[config.mk]
export PLATFORM = sky130hd
export DESIGN_NAME = spi_regfile
export DESIGN_NICKNAME = d
export VERILOG_FILES = /design/src/rtl/spi_regfile_pkg.sv /design/src/rtl/spi_regfile_spisync.sv /design/src/rtl/spi_regfile.sv
export SDC_FILE = /design/constraint.sdc
export NUM_CORES = 1
export LEC_CHECK = 0
export BUFFER_PORTS_ARGS = -buffer_cell sky130_fd_sc_hd__buf_2
export CORE_MARGIN = 2
export CORE_UTILIZATION = 49
export CTS_BUF_LIST = sky130_fd_sc_hd__clkbuf_4 sky130_fd_sc_hd__clkbuf_8
export DETAILED_ROUTE_END_ITERATION = 10
export GPL_ROUTABILITY_DRIVEN = 0
export PLACE_DENSITY = 0.85
export SYNTH_ARGS = -nofsm -noshare
export SYNTH_HDL_FRONTEND = slang
export SYNTH_SLANG_ARGS = --single-unit
export TNS_END_PERCENT = 5
[constraint.sdc]
create_clock -name clk -period 2.7 [get_ports clk]
set_input_delay 0.54 -clock clk [delete_from_list [all_inputs] [get_ports clk]]
set_output_delay 0.54 -clock clk [all_outputs]
set_load 0.1 [all_outputs]
[src/rtl/spi_regfile_pkg.sv]
`default_nettype none
// +-----------------------------------------------------------------------+
// | spi_regfile_pkg : shared constants, types and read mux for spi_regfile |
// | Revision: 1.0                                                          |
// +-----------------------------------------------------------------------+
package spi_regfile_pkg;

  localparam int         SYNC_SCLK_DEPTH  = 2;
  localparam int         SYNC_CMD_DEPTH   = 3;
  localparam logic [3:0] WR_EDGES         = 4'd8;
  localparam logic [3:0] EDGE_MAX         = 4'd15;
  localparam logic [3:0] CTRL_ADDR_MAX    = 4'd7;
  localparam logic [3:0] ID_ADDR          = 4'd15;

  typedef struct packed {
    logic sclk_rise;
    logic wrt_rise;
    logic wrt_fall;
    logic rdt_rise;
  } spi_edges_t;

  // Status addresses 8..14 map to status bytes 0..6, so addr[2:0] is the byte index.
  function automatic logic [7:0] rd_mux(input logic [3:0]  addr,
                                        input logic [63:0] ctrl,
                                        input logic [55:0] status,
                                        input logic [7:0]  id);
    logic [7:0] r;
    r = id;
    if (addr <= CTRL_ADDR_MAX) begin
      r = ctrl[{addr[2:0], 3'b000} +: 8];
    end else if (addr != ID_ADDR) begin
      r = status[{addr[2:0], 3'b000} +: 8];
    end
    return r;
  endfunction

endpackage
`default_nettype wire

[src/rtl/spi_regfile_spisync.sv]
`default_nettype none
// +-----------------------------------------------------------------------+
// | spisync : DEPTH-stage 1-bit synchroniser, synchronous reset to 0       |
// | Revision: 1.0                                                          |
// +-----------------------------------------------------------------------+
module spisync #(
  parameter int DEPTH = 2
) (
  input  logic clk,
  input  logic reset,
  input  logic d_i,
  output logic q_o
);

  logic [DEPTH-1:0] sync_q;

  always_ff @(posedge clk) begin
    if (reset) begin
      sync_q <= '0;
    end else begin
      sync_q <= {sync_q[DEPTH-2:0], d_i};
    end
  end

  assign q_o = sync_q[DEPTH-1];

endmodule
`default_nettype wire

[src/rtl/spi_regfile.sv]
`default_nettype none
// +-----------------------------------------------------------------------+
// | spi_regfile : clk-domain register file behind an asynchronous SPI slave|
// | Revision: 1.0                                                          |
// +-----------------------------------------------------------------------+
module spi_regfile
  import spi_regfile_pkg::*;
#(
  parameter logic [7:0]  IDVALUE   = 8'hA5,
  parameter logic [63:0] CTRLRESET = 64'h0
) (
  input  logic        clk,
  input  logic        reset,
  input  logic        spiclk,
  input  logic        spiwrt,
  input  logic        spirdt,
  input  logic [3:0]  spiaddr,
  input  logic [7:0]  spiwrtdata,
  output logic [7:0]  spirddata,
  output logic [63:0] ctrl,
  input  logic [55:0] status,
  output logic        wrstb,
  output logic        rdstb,
  output logic [3:0]  evaddr
);

  localparam logic [2:0] SETTLE_DONE = 3'(SYNC_CMD_DEPTH + 1);

  logic        sclk_s, wrt_s, rdt_s;
  logic        sclk_prev_q, wrt_prev_q, rdt_prev_q;
  logic [2:0]  settle_q;
  logic        live;
  spi_edges_t  ev;

  logic [3:0]  cnt_q, cnt_d;
  logic        armed_q, armed_d;
  logic [63:0] ctrl_q, ctrl_d;
  logic [7:0]  rddata_q, rddata_d;
  logic        wrstb_q, wrstb_d;
  logic        rdstb_q, rdstb_d;
  logic [3:0]  evaddr_q, evaddr_d;
  logic        rdpend_q, rdpend_d;

  spisync #(.DEPTH(SYNC_SCLK_DEPTH)) u_sync_sclk (.clk(clk), .reset(reset), .d_i(spiclk), .q_o(sclk_s));
  spisync #(.DEPTH(SYNC_CMD_DEPTH))  u_sync_wrt  (.clk(clk), .reset(reset), .d_i(spiwrt), .q_o(wrt_s));
  spisync #(.DEPTH(SYNC_CMD_DEPTH))  u_sync_rdt  (.clk(clk), .reset(reset), .d_i(spirdt), .q_o(rdt_s));

  // Edges are blanked until the zero-reset synchronisers have refilled, so a
  // line held high across reset is not mistaken for a fresh rising edge.
  assign live         = (settle_q == SETTLE_DONE);
  assign ev.sclk_rise = live & sclk_s & ~sclk_prev_q;
  assign ev.wrt_rise  = live & wrt_s  & ~wrt_prev_q;
  assign ev.wrt_fall  = live & ~wrt_s & wrt_prev_q;
  assign ev.rdt_rise  = live & rdt_s  & ~rdt_prev_q;

  always_comb begin
    cnt_d    = cnt_q;
    armed_d  = armed_q;
    ctrl_d   = ctrl_q;
    rddata_d = rddata_q;
    wrstb_d  = 1'b0;
    rdstb_d  = 1'b0;
    evaddr_d = evaddr_q;
    rdpend_d = 1'b0;

    if (ev.wrt_rise) begin
      cnt_d   = 4'd0;
      armed_d = 1'b1;
    end else if (ev.sclk_rise && wrt_s && armed_q && (cnt_q != EDGE_MAX)) begin
      cnt_d = cnt_q + 4'd1;
    end

    if (ev.wrt_fall) begin
      armed_d = 1'b0;
      if (armed_q && (cnt_q == WR_EDGES)) begin
        wrstb_d  = 1'b1;
        evaddr_d = spiaddr;
        if (spiaddr <= CTRL_ADDR_MAX) begin
          ctrl_d[{spiaddr[2:0], 3'b000} +: 8] = spiwrtdata;
        end
      end
    end

    // A read colliding with a commit waits one cycle and then sees the new value.
    if (ev.rdt_rise || rdpend_q) begin
      if (wrstb_d) begin
        rdpend_d = 1'b1;
      end else begin
        rdstb_d  = 1'b1;
        evaddr_d = spiaddr;
        rddata_d = rd_mux(spiaddr, ctrl_q, status, IDVALUE);
      end
    end
  end

  always_ff @(posedge clk) begin
    if (reset) begin
      sclk_prev_q <= 1'b0;
      wrt_prev_q  <= 1'b0;
      rdt_prev_q  <= 1'b0;
      settle_q    <= 3'd0;
      cnt_q       <= 4'd0;
      armed_q     <= 1'b0;
      ctrl_q      <= CTRLRESET;
      rddata_q    <= 8'h00;
      wrstb_q     <= 1'b0;
      rdstb_q     <= 1'b0;
      evaddr_q    <= 4'd0;
      rdpend_q    <= 1'b0;
    end else begin
      sclk_prev_q <= sclk_s;
      wrt_prev_q  <= wrt_s;
      rdt_prev_q  <= rdt_s;
      if (!live) begin
        settle_q <= settle_q + 3'd1;
      end
      cnt_q    <= cnt_d;
      armed_q  <= armed_d;
      ctrl_q   <= ctrl_d;
      rddata_q <= rddata_d;
      wrstb_q  <= wrstb_d;
      rdstb_q  <= rdstb_d;
      evaddr_q <= evaddr_d;
      rdpend_q <= rdpend_d;
    end
  end

  assign spirddata = rddata_q;
  assign ctrl      = ctrl_q;
  assign wrstb     = wrstb_q;
  assign rdstb     = rdstb_q;
  assign evaddr    = evaddr_q;

endmodule
`default_nettype wire

==> Word-level counts from Yosys, hierarchy flattened <==
Index checks and enable logic that the tools add are counted.
Widths: inputs -> output; s select.
{ "word_totals": {"reg_bits": 98, "input_bits": 73, "output_inout_bits": 78, "wordCells": 62} }
{ "op_classes": {"n_bitwise": 14, "magnitude_cmp": 1, "reduce_logical": 10, "muxes": 11, "n_eq_ne": 4, "shift": 4, "n_addsub": 3} }
{ "ops": {"columns": ["op", "n"], "rows": [
  ["$bwmux 64", 1],
  ["$shift 8x8->64 const A", 1],
  ["$shiftx 64x7->8", 1],
  ["$shiftx 8x8->64", 1],
  ["$shiftx 56x7->8", 1],
  ["$mux 4", 4],
  ["$mux 8", 2],
  ["$and 1x1->1", 8],
  ["$ne 4x4->1 const B", 2],
  ["$neg 6->8", 1],
  ["$not 1->1", 6],
  ["$reduce_or 2->1", 3],
  ["$add 4x1->4 const B", 1],
  ["$eq 4x4->1 const B", 1],
  ["$le 4x3->1 const B", 1],
  ["$logic_and 1x1->1", 4],
  ["$mux 1", 4],
  ["$add 3x1->3 const B", 1],
  ["$eq 3x3->1 const B", 1],
  ["$reduce_and 3->1", 1],
  ["$reduce_and 2->1", 1],
  ["$logic_or 1x1->1", 1]
]} }

==> Logic depth before layout (Yosys ltp) <==
{ "logic_depth": {"word_depth": 6, "depth_mapped": 10, "ltp_nobuf": 7} }

==> Modules after synthesis <==
A second synthesis with hierarchy kept.
{ "hier_totals": {"cells_unflattened": 490, "hier_area_um2": 4863.4} }
{ "modules_own_cells": {"columns": ["module", "area_each_um2", "cells_each", "instances", "seq_area_each_um2"], "rows": [
  ["spi_regfile", 4653.2, 474, 1, 1801.7],
  ["spisync at u_sync_rdt ...", 78.8, 6, 2, 60.1],
  ["spisync at u_sync_sclk", 52.6, 4, 1, 40.0]
]} }

==> Worst setup path before layout <==
Ideal clock, no wire load.
{ "synth_path": {"kind": "input port to flip-flop", "startpoint": "input port spiaddr[0]", "endpoint": "register ctrl_q[43], in the netlist ctrl[43]", "n_path_buf": 4, "setup_ps": 132, "t_required_ps": 2568, "setup_slack_ps": 92, "stages": 10, "arrival_time_ps": 2476, "cell_sequence": "buf_4 > buf_2 > inv_2 > ha_1 > ha_1 > or2_1 > buf_2 > buf_2 > o31ai_1 > a21oi_1"} }
{ "synth_via": {"elab_chain_cells": 3, "elab_cells_between_ends": 6, "cone_classes": "add/sub: 1; order compare: 1; shift: 2; mux: 1; reduce/logical: 1"} }
{ "synth_rtl": {"columns": ["item", "line_no", "rtl"], "rows": [
  ["start, declared", "spi_regfile.sv:17", "input logic [3:0] spiaddr,"],
  ["$neg 6->8", "spi_regfile.sv:79", "ctrl_d[{spiaddr[2:0], 3'b000} +: 8] = spiwrtdata;"],
  ["$shiftx 8x8->64 or $shift 8x8->64 (tied branches)", "spi_regfile.sv:79", null],
  ["$bwmux 64", "spi_regfile.sv:79", null],
  ["end signal, assigned", "spi_regfile.sv:119", "ctrl_q <= ctrl_d;"],
  ["end, declared", "spi_regfile.sv:37", "logic [63:0] ctrl_q, ctrl_d;"]
]} }
Parallel ways exist; a longest one is shown, timed or not.
A chain may end at the register's enable or synchronous reset.

==> Worst setup path in the final report <==
{ "layout_path": {"startpoint": "input port spiaddr[1]", "endpoint": "register ctrl_q[55], in the netlist ctrl[55]"} }
Same word-level chain as after synthesis.

==> metrics <==
Setup WS post-layout 0.4411 ns; Buf/Inv on CP 2; number of vias per cell 6.312; Clock Skew 0.01091 ns; mean cell area of the mapped netlist 9.476 sq um; endpoint arrival time on the critical path 2.49 ns; area of the die 11820 sq um; drt pass-1 iters 5; Maximum Capacitance Violations 0; biggest area contributors in the synthesized netlist dfxtp_1, mux2i_1, mux4_2, o31ai_1, nand4_1; Post-CTS Setup Repair Bufs 0; root buffer selected by CTS clkbuf_8; slowest stage cell on the critical path or2_1; Tcrit/Tclk final 83.66%; Crit Path Category in2reg; standard-cell row count 38; startpoint kind of the worst setup timing path input pin; total wirelength of the detailed-routed design 16.59 mm; post-layout net count 773; RSZ-0062 raised after global routing no; static leakage power 2.713 nW; worst-case vdd ir drop 245.8 uV; category of cells accounting for the largest share of critical-path delay simple AND/OR/NAND/NOR gates; initial core utilization 50.00%; fraction of layout cells with a size suffix above 1 30.30%; Final Hold Vio Count 0; Power per Cell Area 434.4 nW/um^2; Fillers 928; die height 108.7 um; Post-Layout Cell Count 833; number of top-level pins 151; worst slack, placed 0.09791 ns; number of distinct standard cells referenced by the synthesized netlist 48; share of synthesized area occupied by flip-flops and latches 36.52%; pin count of the biggest net entering global routing 67; Clock Pin Slew Worst Setup and Hold Paths 0.09 ns; worst endpoint required time 2.93 ns; cell-by-cell trace of the critical path buf_2, inv_2, ha_1, ha_1, or2_1, o31ai_1, a21oi_1; final-report setup violation count 0; FFs w/ async S/R, synth 0%; worst-skew pair later-pin latency 0.37 ns; initial antenna violation count 1; number of remaining DRC errors 0; outcome complete, no violations; Resize count post-CTS 0; post-synthesis sequential element count 98; top-area cell type share of the netlist area 36.52%; Std-Cell Core Area 10750 sq um; via count 5258; Worst Hold Class in2reg; net count after synthesis 651; Crit path top cell by count ha_1; overall die width 108.7 um; CTS max path bufs 2; fmax 442.7 MHz; clock period minus worst slack 2.259 ns; reg2reg setup slack 0.59 ns; cell type contributing the most total cell area after synthesis dfxtp_1; commonest cells after routing, fill and taps aside buf_2, dfxtp_1, a21oi_1, nand4_1, mux2i_1; First DRT Iteration DRCs 613; actual transition at the worst max-transition pin 0.9884 ns; WL/cell 19.92 um; placed wire-length estimate after detailed placement 12.01 mm; Yosys Warn Count 0; placed insts 818; sum of overflow across all layers after global routing 0; Max stage delay on crit path 0.61 ns; CTS Buf Count 9; # H-tree levels 3; hold buffer count at cts 0; global-route wire length before repair 25.83 mm; clock tree sinks 98; DRT antenna net count 0; cell count after synthesis 567; via count of the first global-routing pass 4979; EDFF count, synth 0; highest net fanout along the worst path 24; combined global-route utilization of all metal layers 28.21%; number of diodes 0; Max Slew Vio Count 0; TritonCTS clock tree done; kind of capture point of the worst setup path register; relative slew slack 34.11%; Port Buffer Count 150; Final TNS setup 0 ns; area added between synthesis and finish 17.72%; cell area after synthesis 5373 sq um; most common library cell in the layout ignoring fill and taps buf_2; primary flip-flop cell chosen by synthesis mapping dfxtp_1
-- kinds of logic (layout without fill, tap and decap cells) --
logic type	after synthesis	in the layout	synth area share, %
DFF	98	98	36.52
AOI/OAI and AO/OA	140	140	17.49
and+or+nand+nor	170	170	18.26
buffers and inverters	75	201	6.800
xor gates and xnor gates	4	4	0.6520
adders and majority gates	11	11	2.562
muxes	69	69	17.72
-- final cells by class --
class,count,area [sq um],share of cell area [%]
repair buffers,168,898.4,14.20
multi-input cells,394,3054,48.29
well taps,140,175.2,2.770
inverters,18,67.56,1.068
flip-flops and latches,98,1962,31.02
clock buffers,11,138.9,2.196
clock inverters,4,28.78,0.4550
-- where the power goes --
group	internal [mW]	switching (mW)	total, mW
clock network	0.353	0.514	0.867
registers	1.46	0.0131	1.47
logic	0.152	0.257	0.409
total	1.96	0.785	2.75
-- layer usage --
layer | track usage, % | vias up | wire [um] | part of all wire (%)
li1 | - | 2398 | - | -
met1 | 36.75 | 2451 | 6598 | 40
met2 | 44.96 | 344 | 7633 | 46
met3 | 4.961 | 63 | 1610 | 9.7
met4 | 14.47 | 2 | 734 | 4.4
met5 | 0 | - | 13 | 0.078
-- metrics by stage --
step | utilization, % | cell area [sq um] | power, mW | hold slack (ns)
2_1_floorplan | - | 5373 | 1.769 | 0.4138
3_3_place_gp | 57.30 | 6157 | 1.892 | 0.4254
3_5_place_dp | 57.30 | 6157 | 1.904 | 0.4256
4_1_cts | 58.86 | 6325 | 2.739 | 0.3782
5_1_grt | 58.86 | 6325 | 2.841 | 0.3906
6_report | 58.86 | 6325 | 2.748 | 0.3801
-- Yosys cell counts (2+ instances only) --
cell type and count:
buf_4 3, nor4_2 2, o221ai_1 8, buf_1 2
a2111oi_0 3, a21oi_1 59, nand2_1 33, xnor2_1 4
o211ai_1 4, mux4_1 3, nor2_1 14, o21ai_1 4
and3b_1 2, ha_1 11, dfxtp_1 98, o31ai_1 48
buf_6 5, nand4_1 50, and2_1 22, nand2b_1 2
nand3_1 9, a22oi_1 4, nand3_2 2, nor3b_2 2
buf_2 15, nor4b_1 2, nand3b_1 3, clkbuf_1 31
nor3_1 6, mux4_2 17, a2111oi_1 4, nor2b_1 13
inv_1 16, inv_2 2, and3_1 3, mux2i_1 49
-- worst paths after layout --
path	start	endpoint	cells past startpoint
setup / recovery	spiaddr[1]	ctrl[55]$_SDFFE_PP0P_	7
hold / removal	spiclk	u_sync_sclk.sync_q[0]$_SDFF_PP0_	2
setup reg to reg	settle_q[0]$_SDFFE_PP0P_	ctrl[37]$_SDFFE_PP0P_	6
hold reg to reg	u_sync_rdt.sync_q[1]$_SDFF_PP0_	u_sync_rdt.sync_q[2]$_SDFF_PP0_	1
-- worst reg2reg max path, delay by kind of cell, from the launching register on --
family,cells,cell delay [ns]
flops,1,0.35
buf+inv,1,0.07
mux,1,0.28
fa+ha+maj,1,0.29
simple gates,3,1.03
-- flip-flops by register name, summed over array words and instances (netlist names) --
signal	count
armed_q	1
cnt_q	4
ctrl	64
evaddr	4
rdpend_q	1
rdstb	1
rdt_prev_q	1
sclk_prev_q	1
settle_q	3
spirddata	8
u_sync_rdt.sync_q	3
u_sync_sclk.sync_q	2
u_sync_wrt.sync_q	3
wrstb	1
wrt_prev_q	1
No activity file was read; power rests on OpenSTA's default activity.
